--- src/rtl/nn_mem_pkg.sv ---
// Shared types and helpers for the banked weight memory.
package nn_mem_pkg;

  typedef enum logic {ST_CLEAR, ST_RUN} mem_state_t;

  // Counter width for a modulus of n; never narrower than one bit.
  function automatic int clog2_min1(input int n);
    return (n <= 2) ? 1 : $clog2(n);
  endfunction

endpackage

--- src/rtl/nn_banked_weight_mem_if.sv ---
// Load stream, parallel read port and status of the banked weight memory.
interface nn_banked_weight_mem_if
  import nn_mem_pkg::*;
#(
  parameter int WIDTH = 8,
  parameter int DEPTH = 64,
  parameter int BANKS = 4
);
  localparam int AW = clog2_min1(DEPTH);

  // Handshake: a load beat transfers on any rising edge where ld_valid and
  // ld_ready are both high; ld_data/ld_last are only meaningful while
  // ld_valid=1. A read has no back-pressure: rd_en is taken in RUN, and
  // rd_valid pulses for exactly one cycle on the following cycle.
  logic                   ld_valid;
  logic                   ld_ready;
  logic [WIDTH-1:0]       ld_data;
  logic                   ld_last;
  logic                   ld_done;
  logic                   rd_en;
  logic [AW-1:0]          rd_addr;
  logic [BANKS*WIDTH-1:0] rd_data;
  logic                   rd_valid;
  logic                   busy;
  logic                   err_ovf;
  mem_state_t             state;

  modport master (
    output ld_valid, ld_data, ld_last, rd_en, rd_addr,
    input  ld_ready, ld_done, rd_data, rd_valid, busy, err_ovf, state
  );

  modport slave (
    input  ld_valid, ld_data, ld_last, rd_en, rd_addr,
    output ld_ready, ld_done, rd_data, rd_valid, busy, err_ovf, state
  );

endinterface

--- src/rtl/nn_mem_bank.sv ---
// One bank: synchronous write, registered read-first read port.
module nn_mem_bank
  import nn_mem_pkg::*;
#(
  parameter int WIDTH = 8,
  parameter int DEPTH = 64
) (
  input  logic                           clk,
  input  logic                           rst,
  input  logic                           we,
  input  logic [clog2_min1(DEPTH)-1:0]   waddr,
  input  logic [WIDTH-1:0]               wdata,
  input  logic                           re,
  input  logic [clog2_min1(DEPTH)-1:0]   raddr,
  output logic [WIDTH-1:0]               rdata
);

  logic [WIDTH-1:0] mem [DEPTH];

  // Array kept free of reset so it maps onto RAM; clearing is done by the top.
  always_ff @(posedge clk) begin
    if (we) begin
      mem[waddr] <= wdata;
    end
  end

  // Separate process sees the pre-write array: same-row collisions read old data.
  always_ff @(posedge clk) begin
    if (rst) begin
      rdata <= '0;
    end else if (re) begin
      if (int'(raddr) < DEPTH) begin
        rdata <= mem[raddr];
      end else begin
        rdata <= '0;
      end
    end
  end

endmodule

--- src/rtl/nn_banked_weight_mem.sv ---
// Multi-bank weight store: sequential load stream in, BANKS words per read out.
module nn_banked_weight_mem
  import nn_mem_pkg::*;
#(
  parameter int WIDTH          = 8,
  parameter int DEPTH          = 64,
  parameter int BANKS          = 4,
  parameter int CLEAR_ON_RESET = 1
) (
  input logic                  clk,
  input logic                  rst,
  nn_banked_weight_mem_if.slave bus
);

  localparam int AW = clog2_min1(DEPTH);
  localparam int BW = clog2_min1(BANKS);
  localparam logic [AW-1:0] ROW_LAST  = AW'(DEPTH - 1);
  localparam logic [BW-1:0] BANK_LAST = BW'(BANKS - 1);
  localparam mem_state_t    ST_RESET  = (CLEAR_ON_RESET != 0) ? ST_CLEAR : ST_RUN;

  mem_state_t       state, state_nxt;
  logic [AW-1:0]    clear_ptr;
  logic [BW-1:0]    bank_sel;
  logic [AW-1:0]    waddr;
  logic             clearing;
  logic             accept;
  logic             rd_accept;
  logic             ld_done_q;
  logic             err_ovf_q;
  logic             rd_valid_q;
  logic [AW-1:0]    bank_waddr;
  logic [WIDTH-1:0] bank_wdata;

  always_ff @(posedge clk) begin
    if (rst) begin
      state <= ST_RESET;
    end else begin
      state <= state_nxt;
    end
  end

  always_comb begin
    state_nxt = state;
    case (state)
      ST_CLEAR: if (clear_ptr == ROW_LAST) state_nxt = ST_RUN;
      ST_RUN:   state_nxt = ST_RUN;
      default:  state_nxt = ST_RUN;
    endcase
  end

  assign clearing  = (state == ST_CLEAR);
  assign accept    = bus.ld_valid & bus.ld_ready;
  assign rd_accept = bus.rd_en & (state == ST_RUN);

  always_ff @(posedge clk) begin
    if (rst) begin
      clear_ptr <= '0;
    end else if (clearing) begin
      clear_ptr <= (clear_ptr == ROW_LAST) ? '0 : clear_ptr + AW'(1);
    end
  end

  // Write pointer walks banks first, then rows; ld_last always rewinds.
  always_ff @(posedge clk) begin
    if (rst) begin
      bank_sel  <= '0;
      waddr     <= '0;
      err_ovf_q <= 1'b0;
      ld_done_q <= 1'b0;
    end else begin
      ld_done_q <= accept & bus.ld_last;
      if (accept) begin
        if (bus.ld_last) begin
          bank_sel <= '0;
          waddr    <= '0;
        end else if (bank_sel == BANK_LAST) begin
          bank_sel <= '0;
          if (waddr == ROW_LAST) begin
            waddr     <= '0;
            err_ovf_q <= 1'b1;
          end else begin
            waddr <= waddr + AW'(1);
          end
        end else begin
          bank_sel <= bank_sel + BW'(1);
        end
      end
    end
  end

  always_ff @(posedge clk) begin
    if (rst) begin
      rd_valid_q <= 1'b0;
    end else begin
      rd_valid_q <= rd_accept;
    end
  end

  assign bank_waddr = clearing ? clear_ptr : waddr;
  assign bank_wdata = clearing ? '0 : bus.ld_data;

  for (genvar b = 0; b < BANKS; b++) begin : g_bank
    logic bank_we;
    assign bank_we = clearing | (accept & (bank_sel == BW'(b)));

    nn_mem_bank #(
      .WIDTH (WIDTH),
      .DEPTH (DEPTH)
    ) u_bank (
      .clk   (clk),
      .rst   (rst),
      .we    (bank_we),
      .waddr (bank_waddr),
      .wdata (bank_wdata),
      .re    (rd_accept),
      .raddr (bus.rd_addr),
      .rdata (bus.rd_data[b*WIDTH +: WIDTH])
    );
  end

  // Ready is held low during reset even when reset lands directly in RUN.
  assign bus.ld_ready = (state == ST_RUN) & ~rst;
  assign bus.ld_done  = ld_done_q;
  assign bus.rd_valid = rd_valid_q;
  assign bus.busy     = clearing;
  assign bus.err_ovf  = err_ovf_q;
  assign bus.state    = state;

endmodule

--- src/flat_wrapper.sv ---
// flat-port wrapper written by rule: the top's interface ports become plain ports
module nn_banked_weight_mem_flat import nn_mem_pkg::*;
#(
  parameter int WIDTH          = 8,
  parameter int DEPTH          = 64,
  parameter int BANKS          = 4,
  parameter int CLEAR_ON_RESET = 1
)
  (clk, rst, bus_ld_valid, bus_ld_data, bus_ld_last, bus_rd_en, bus_rd_addr, bus_ld_ready, bus_ld_done, bus_rd_data, bus_rd_valid, bus_busy, bus_err_ovf, bus_state);
  nn_banked_weight_mem_if #(.WIDTH(WIDTH), .DEPTH(DEPTH), .BANKS(BANKS)) bus_i ();
  input logic clk;
  input logic rst;
  input wire logic [$bits(bus_i.ld_valid)-1:0] bus_ld_valid;
  input wire logic [$bits(bus_i.ld_data)-1:0] bus_ld_data;
  input wire logic [$bits(bus_i.ld_last)-1:0] bus_ld_last;
  input wire logic [$bits(bus_i.rd_en)-1:0] bus_rd_en;
  input wire logic [$bits(bus_i.rd_addr)-1:0] bus_rd_addr;
  output wire logic [$bits(bus_i.ld_ready)-1:0] bus_ld_ready;
  output wire logic [$bits(bus_i.ld_done)-1:0] bus_ld_done;
  output wire logic [$bits(bus_i.rd_data)-1:0] bus_rd_data;
  output wire logic [$bits(bus_i.rd_valid)-1:0] bus_rd_valid;
  output wire logic [$bits(bus_i.busy)-1:0] bus_busy;
  output wire logic [$bits(bus_i.err_ovf)-1:0] bus_err_ovf;
  output wire logic [$bits(bus_i.state)-1:0] bus_state;
  assign bus_i.ld_valid = bus_ld_valid;
  assign bus_i.ld_data = bus_ld_data;
  assign bus_i.ld_last = bus_ld_last;
  assign bus_i.rd_en = bus_rd_en;
  assign bus_i.rd_addr = bus_rd_addr;
  assign bus_ld_ready = bus_i.ld_ready;
  assign bus_ld_done = bus_i.ld_done;
  assign bus_rd_data = bus_i.rd_data;
  assign bus_rd_valid = bus_i.rd_valid;
  assign bus_busy = bus_i.busy;
  assign bus_err_ovf = bus_i.err_ovf;
  assign bus_state = bus_i.state;
  nn_banked_weight_mem #(.WIDTH(WIDTH), .DEPTH(DEPTH), .BANKS(BANKS), .CLEAR_ON_RESET(CLEAR_ON_RESET)) u_core (.clk(clk), .rst(rst), .bus(bus_i));
endmodule
--- config.mk ---
export PLATFORM = sky130hd
export DESIGN_NAME = nn_banked_weight_mem_flat
export DESIGN_NICKNAME = d
export VERILOG_FILES = /design/src/rtl/nn_mem_pkg.sv /design/src/rtl/nn_banked_weight_mem_if.sv /design/src/rtl/nn_mem_bank.sv /design/src/rtl/nn_banked_weight_mem.sv /design/src/flat_wrapper.sv
export SDC_FILE = /design/constraint.sdc
export NUM_CORES = 2
export LEC_CHECK = 0
export CORE_MARGIN = 5
export CORE_UTILIZATION = 34
export CTS_BUF_LIST = sky130_fd_sc_hd__clkbuf_4 sky130_fd_sc_hd__clkbuf_8
export DETAILED_ROUTE_END_ITERATION = 16
export HOLD_SLACK_MARGIN = 0.03
export SLEW_MARGIN = 25
export SYNTH_ARGS = -nofsm -noshare
export SYNTH_HDL_FRONTEND = slang
export SYNTH_SLANG_ARGS = --single-unit
--- constraint.sdc ---
create_clock -name clk -period 5.76 [get_ports clk]
set_clock_uncertainty 0.15 [all_clocks]
set_input_delay 1.152 -clock clk [delete_from_list [all_inputs] [get_ports clk]]
set_output_delay 1.152 -clock clk [all_outputs]
set_load 0.05 [all_outputs]
* Word-level counts from Yosys, hierarchy flattened
Memory sizes are Yosys's and may differ from the RTL's. A register that Yosys moved wholly into a read port is not among the register bits. Cells that the tools add are included.
Storage, ports and cells: flip-flop bits (word level) 18, latch bits 0, bits in writable memories 2048, ROM bits 0, input port bits 19, output and inout bits 38, memories kept 4
Operators by class: $add $sub $neg 3, multipliers 0, divide/modulo/power cells 0, $lt $le $gt $ge 0, eq/ne operators 5, shift operators 0, multiplexer cells 18, bitwise operators 15, reduce and logical (&&, ||, !) cells 4
Memory list:
- u_core.g_bank[0].u_bank.mem | depth 64, width 8, read ports 1, clocked after memory_dff 1, wr ports 1, RTL line nn_mem_bank.sv:18 | logic [WIDTH-1:0] mem [DEPTH];
- u_core.g_bank[1].u_bank.mem | depth 64, width 8, read ports 1, clocked after memory_dff 1, wr ports 1, RTL line nn_mem_bank.sv:18
- u_core.g_bank[2].u_bank.mem | depth 64, width 8, read ports 1, clocked after memory_dff 1, wr ports 1, RTL line nn_mem_bank.sv:18
- u_core.g_bank[3].u_bank.mem | depth 64, width 8, read ports 1, clocked after memory_dff 1, wr ports 1, RTL line nn_mem_bank.sv:18
Operator list (number):
- $mux 6 | 5
- $add 6x1->6 const B | 2
- $eq 6x6->1 const B | 2
- $mux 1 | 9
- $and 1x1->1 | 8
- $mux 8 | 1
- $eq 2x2->1 const B | 2
- $mux 2 | 2
- $or 1x1->1 | 4
- $reduce_and 4->1 | 1
- $not 1->1 | 3
- $add 2x1->2 const B | 1
- $eq 2x1->1 const B | 1
- $logic_not 2->1 | 1
- $pmux 1 s2 | 1
- $reduce_and 2->1 | 1
- $reduce_bool 2->1 | 1

* Logic depth before layout (Yosys ltp)
depth in word-level cells 7, mapped depth 12, depth with buffers taken out 6

* Modules after synthesis
A second synthesis with hierarchy kept.
Second synthesis, totals: cell total of the unflattened synthesis 4280, area total of the unflattened synthesis 81827.2 um2
Modules (own cells, without submodules):
- nn_mem_bank | instances 4, cells each 1039, area each 20188.1 um2
- nn_banked_weight_mem | instances 1, cells each 124, area each 1074.8 um2

* Worst setup path after synthesis
Ideal clock, no wire load.
path type register to register, start point register u_core.state, in the netlist u_core.bus.state, end point memory u_core.g_bank[0].u_bank.mem[0][0] (data pin), library setup time 0.867 ns, arrival 4.741 ns, required time 4.743 ns, path slack 0.002 ns, cell stages (with the launch flop) 5, period minus slack after synthesis 5.758 ns, cells stage by stage dfxtp_1 > buf_2 > buf_1 > clkbuf_1 > and2_1
Between the ends: cells in the longest elaborated chain, start to end 1
Ends and longest elaborated chain:
- from (decl) | RTL line nn_banked_weight_mem.sv:21 | mem_state_t state, state_nxt;
- from (signal assigned) | RTL line nn_banked_weight_mem.sv:38 | state <= state_nxt;
- $mux 8 | RTL line nn_banked_weight_mem.sv:100 | assign bank_wdata = clearing ? '0 : bus.ld_data;
- named net u_core.bank_wdata[0] | RTL line nn_banked_weight_mem.sv:32 | logic [WIDTH-1:0] bank_wdata;
- to (decl) | RTL line nn_mem_bank.sv:18
The timed path passes the listed nets, and every way through them passes these cells.

* Worst setup path after layout
start point input port rst, end point output port bus_ld_ready
Between the ends: cells in the longest elaborated chain, start to end 2
Ends and longest elaborated chain:
- from (decl) | RTL line flat_wrapper.sv:12 | input logic rst;
- $not 1->1 | RTL line nn_banked_weight_mem.sv:122 | assign bus.ld_ready = (state == ST_RUN) & ~rst;
- $and 1x1->1 | RTL line nn_banked_weight_mem.sv:122
- to (decl) | RTL line flat_wrapper.sv:18 | output wire logic [$bits(bus_i.ld_ready)-1:0] bus_ld_ready;
Every way passes these cells.

==> run_summary.xml <==
<?xml version="1.0" encoding="UTF-8"?>
<metrics>
  <group name="die">
    <metric name="die_area" unit="sq um">251000</metric>
    <metric name="floorplan.die.height" unit="microns">501</metric>
    <metric name="dieWidth" unit="microns">501</metric>
    <metric name="std_cell_rows" unit="">180</metric>
    <metric name="initial_utilization" unit="">0.341</metric>
    <metric name="placeableCoreArea" unit="sq um">240000</metric>
    <metric name="pin_count" unit="">57</metric>
  </group>
  <group name="clock_tree">
    <metric name="cts_made_buffers" unit="">347</metric>
    <metric name="cts_repair_resize_count" unit="">0</metric>
    <metric name="worstSkewPairLatency" unit="ns">1.04</metric>
    <metric name="clock_tree.root_cell" unit="">clkbuf_8</metric>
    <metric name="cts_tree" unit="">yes</metric>
    <metric name="ctsHoldBuffers" unit="">0</metric>
    <metric name="clockBufferDepth" unit="">4</metric>
    <metric name="clk_transition_reported_paths" unit="ns">0.07</metric>
    <metric name="cts.sink_count" unit="">2098</metric>
    <metric name="post_cts_setup_buffer_count" unit="">0</metric>
    <metric name="h-tree-depth" unit="">5</metric>
  </group>
  <group name="synthesis">
    <metric name="yosys_warning_total" unit="">0</metric>
    <metric name="ys_seq_area_frac" unit="">0.764</metric>
    <metric name="ys_types" unit="">55</metric>
    <metric name="postSynth.topFlopCell" unit="">edfxtp_1</metric>
    <metric name="netlist_area" unit="sq um">81800</metric>
    <metric name="synth.net_count" unit="">4274</metric>
    <metric name="ys_async_sr_fraction" unit="">0</metric>
    <metric name="synth.avg_cell_area" unit="sq um">19.3</metric>
    <metric name="postSynthCellCount" unit="">4249</metric>
    <metric name="synth.ff_latch_count" unit="">2098</metric>
    <metric name="synth-edff-count" unit="">2048</metric>
  </group>
  <group name="sta">
    <metric name="grt_setup_unrepaired" unit="">false</metric>
    <metric name="tns" unit="ns">0</metric>
    <metric name="layout_worst_path_cycle_share" unit="">0.753</metric>
    <metric name="finalCriticalPeriod" unit="ns">4.34</metric>
    <metric name="report.final.slew_viol_count" unit="">0</metric>
    <metric name="max_clock_freq" unit="MHz">231</metric>
    <metric name="setup_violations" unit="">0</metric>
    <metric name="finalHoldViolations" unit="">0</metric>
    <metric name="worst-slew-pin-transition" unit="ns">1.22</metric>
    <metric name="maxSlewHeadroom" unit="">0.183</metric>
  </group>
  <group name="cells_and_area">
    <metric name="layout_overhead_on_the_synthesized_area" unit="%">14.2</metric>
    <metric name="finish.cell_count_without_fillers" unit="">8003</metric>
    <metric name="fraction_of_final_layout_cells_sized_beyond_drive_strength_1" unit="">0.224</metric>
    <metric name="final_net_count" unit="">4586</metric>
    <metric name="post-route-util" unit="">0.389</metric>
  </group>
  <group name="global_routing">
    <metric name="total_global_routing_track_utilization" unit="">0.186</metric>
    <metric name="pin_count_of_the_biggest_net_entering_global_routing" unit="">102</metric>
    <metric name="grt_overflow" unit="">0</metric>
    <metric name="antenna_found_initial" unit="">12</metric>
    <metric name="grt_pass1_vias" unit="">43575</metric>
    <metric name="grt_pass1_wl" unit="microns">335000</metric>
  </group>
  <group name="routing">
    <metric name="route.detailed.vias_per_inst" unit="">5.51</metric>
    <metric name="drt-initial-drc-count" unit="">5774</metric>
    <metric name="avgRoutedWirePerCell" unit="microns">29.8</metric>
    <metric name="postRouteWirelength" unit="microns">239000</metric>
    <metric name="drtPass1Iterations" unit="">6</metric>
    <metric name="via_count" unit="">44135</metric>
    <metric name="drtAntennaViolNets" unit="">0</metric>
    <metric name="drc" unit="">0</metric>
  </group>
  <group name="critical_path">
    <metric name="data_arrival_at_the_endpoint_of_the_critical_path" unit="ns">3.03</metric>
    <metric name="launching_element_type_of_the_critical_path" unit="">input pin</metric>
    <metric name="timing.critical_path.fanout_max" unit="">17</metric>
    <metric name="critPathKind" unit="">input pin to output port</metric>
    <metric name="critical_path.endpoint_type" unit="">output port</metric>
    <metric name="critPathRequiredTime" unit="ns">4.46</metric>
  </group>
  <group name="place">
    <metric name="hpwlAfterDp" unit="microns">154000</metric>
    <metric name="place.detailed.instances" unit="">7397</metric>
    <metric name="gp_congestion" unit="">0.898</metric>
    <metric name="place.port_buffers" unit="">56</metric>
  </group>
  <group name="power_and_ir_drop">
    <metric name="p_per_area" unit="nW/um^2">330</metric>
    <metric name="leakage" unit="uW">0.0323</metric>
    <metric name="vdd_ir_drop_max" unit="V">0.000215</metric>
  </group>
  <group name="run">
    <metric name="cap_violations" unit="">0</metric>
  </group>
  <group name="hold_path">
    <metric name="worstHoldPathType" unit="">register to register</metric>
  </group>
  <group name="outcome">
    <metric name="run_status" unit="">complete, no violations</metric>
  </group>
</metrics>
-- path summary, 6_finish.rpt --
kind | from | to | slack, ns | cells past startpoint
min | u_core.clear_ptr[5] | u_core.clear_ptr[5] | 0.37 | 2
min reg2reg | u_core.clear_ptr[5] | u_core.clear_ptr[5] | 0.37 | 2
max reg2reg | u_core.bus.state | u_core.g_bank[1].u_bank.mem[39][7] | 1.81 | 6
max | rst | bus_ld_ready | 1.42 | 5
-- logic make-up (layout without fill, tap and decap cells) --
family | after synthesis | in the layout | share of synthesized area
DFF | 2098 | 2098 | 0.764
muxes | 777 | 777 | 0.145
and+or+nand+nor | 598 | 598 | 0.0302
AOI/OAI and AO/OA | 508 | 508 | 0.0430
buffers and inverters | 257 | 815 | 0.0171
adders and majority gates | 6 | 6 | 0.000917
xor gates and xnor gates | 5 | 5 | 0.000535
other | 0 | 11 | 0
-- critical path: stages --
cell and delay [ns]:
clkdlybuf4s50_1 0.40, buf_4 0.22, nor2b_1 0.15, buf_4 0.13
clkdlybuf4s50_1 0.93
-- state kept, by name, indices dropped and copies added, names as in the netlist --
| name | cells |
|---|---|
| u_core.g_bank.u_bank.rdata | 32 |
| u_core.waddr | 6 |
| u_core.bus.state | 1 |
| u_core.bus.rd_valid | 1 |
| u_core.bus.ld_done | 1 |
| u_core.bank_sel | 2 |
| u_core.bus.err_ovf | 1 |
| u_core.g_bank.u_bank.mem | 2048 |
| u_core.clear_ptr | 6 |
-- stage by stage --
stage	instance area (sq um)	power, uW	hold slack, ns	worst slack [ns]
after floorplan	81800	17700	0.329	0.00187
after global placement	86700	18300	0.357	0.920
after detailed placement	86700	18300	0.357	0.844
after CTS	93400	31000	0.367	1.38
after global routing	93400	31800	0.419	1.37
final	93400	30800	0.371	1.42
-- cells in the final DEF, fill, tap and decap left out, types with 20 or more instances in the layout --
master and instances:
a21oi_1 108, a22oi_1 88, a31oi_1 23, buf_12 35, buf_4 120, clkbuf_4 120
clkbuf_8 365, clkdlybuf4s50_1 51, clkinv_1 57, clkinv_2 35, dfxtp_1 49, edfxtp_1 2048
mux2_2 20, mux2i_1 435, mux4_2 322, nand2_1 153, nor2_1 333, o21ai_0 22
o221ai_1 69, o22ai_1 92
-- final cells by class --
| class | count | area [sq um] |
|---|---|---|
| fillers | 21709 | 147000 |
| clock inverters | 111 | 742 |
| flip-flops and latches | 2098 | 62500 |
| multi-input cells | 1894 | 18100 |
| diodes | 11 | 27.5 |
| well taps | 3185 | 3990 |
| clock buffers | 484 | 5910 |
| repair buffers | 210 | 2160 |
| inverters | 10 | 40.0 |
-- routing by layer --
metal  global-route usage  share of wire  routed length [microns]
met5                    0       0.000096                       23
met4               0.0723          0.039                     9230
met3               0.0434          0.086                    20600
met2                0.291           0.47                   111000
met1                0.253           0.41                    97500
-- where the power goes --
group	switching [uW]	leakage (uW)	internal [uW]
clock network	5860	0.00354	7000
logic	861	0.00810	478
registers	23.4	0.0207	16600
-- Yosys cell counts, types with 3 or more instances --
cell type | count | area share
o31ai_1 | 10 | 0.00092
xor2_1 | 3 | 0.00032
a211oi_1 | 6 | 0.00055
nand3_1 | 18 | 0.0011
o221ai_1 | 69 | 0.0074
nand2b_1 | 7 | 0.00054
a21o_1 | 7 | 0.00064
o32a_1 | 4 | 0.00049
buf_6 | 20 | 0.0028
nand4_1 | 3 | 0.00023
buf_1 | 10 | 0.00046
a221oi_1 | 16 | 0.0017
o22ai_1 | 92 | 0.0070
o21ai_0 | 22 | 0.0013
o211ai_1 | 3 | 0.00028
a22oi_1 | 88 | 0.0081
nor4_1 | 18 | 0.0014
nor3_1 | 11 | 0.00067
mux2_2 | 20 | 0.0028
ha_1 | 6 | 0.00092
a31oi_1 | 23 | 0.0018
buf_4 | 57 | 0.0052
nor2_1 | 342 | 0.016
a21oi_1 | 112 | 0.0068
dfxtp_1 | 50 | 0.012
mux2i_1 | 435 | 0.053
nor2b_1 | 8 | 0.00061
mux4_2 | 322 | 0.089
a311oi_1 | 10 | 0.0011
o32ai_1 | 3 | 0.00032
o21a_1 | 8 | 0.00073
a221o_1 | 7 | 0.00086
a22o_1 | 15 | 0.0016
inv_1 | 9 | 0.00041
a2111oi_0 | 7 | 0.00075
buf_2 | 53 | 0.0032
a32oi_1 | 3 | 0.00032
clkbuf_1 | 106 | 0.0049
nand2_1 | 156 | 0.0072
and3_1 | 13 | 0.00099
edfxtp_1 | 2048 | 0.75
and2_1 | 13 | 0.00099
Note: power is estimated with default switching activity, not from simulation.
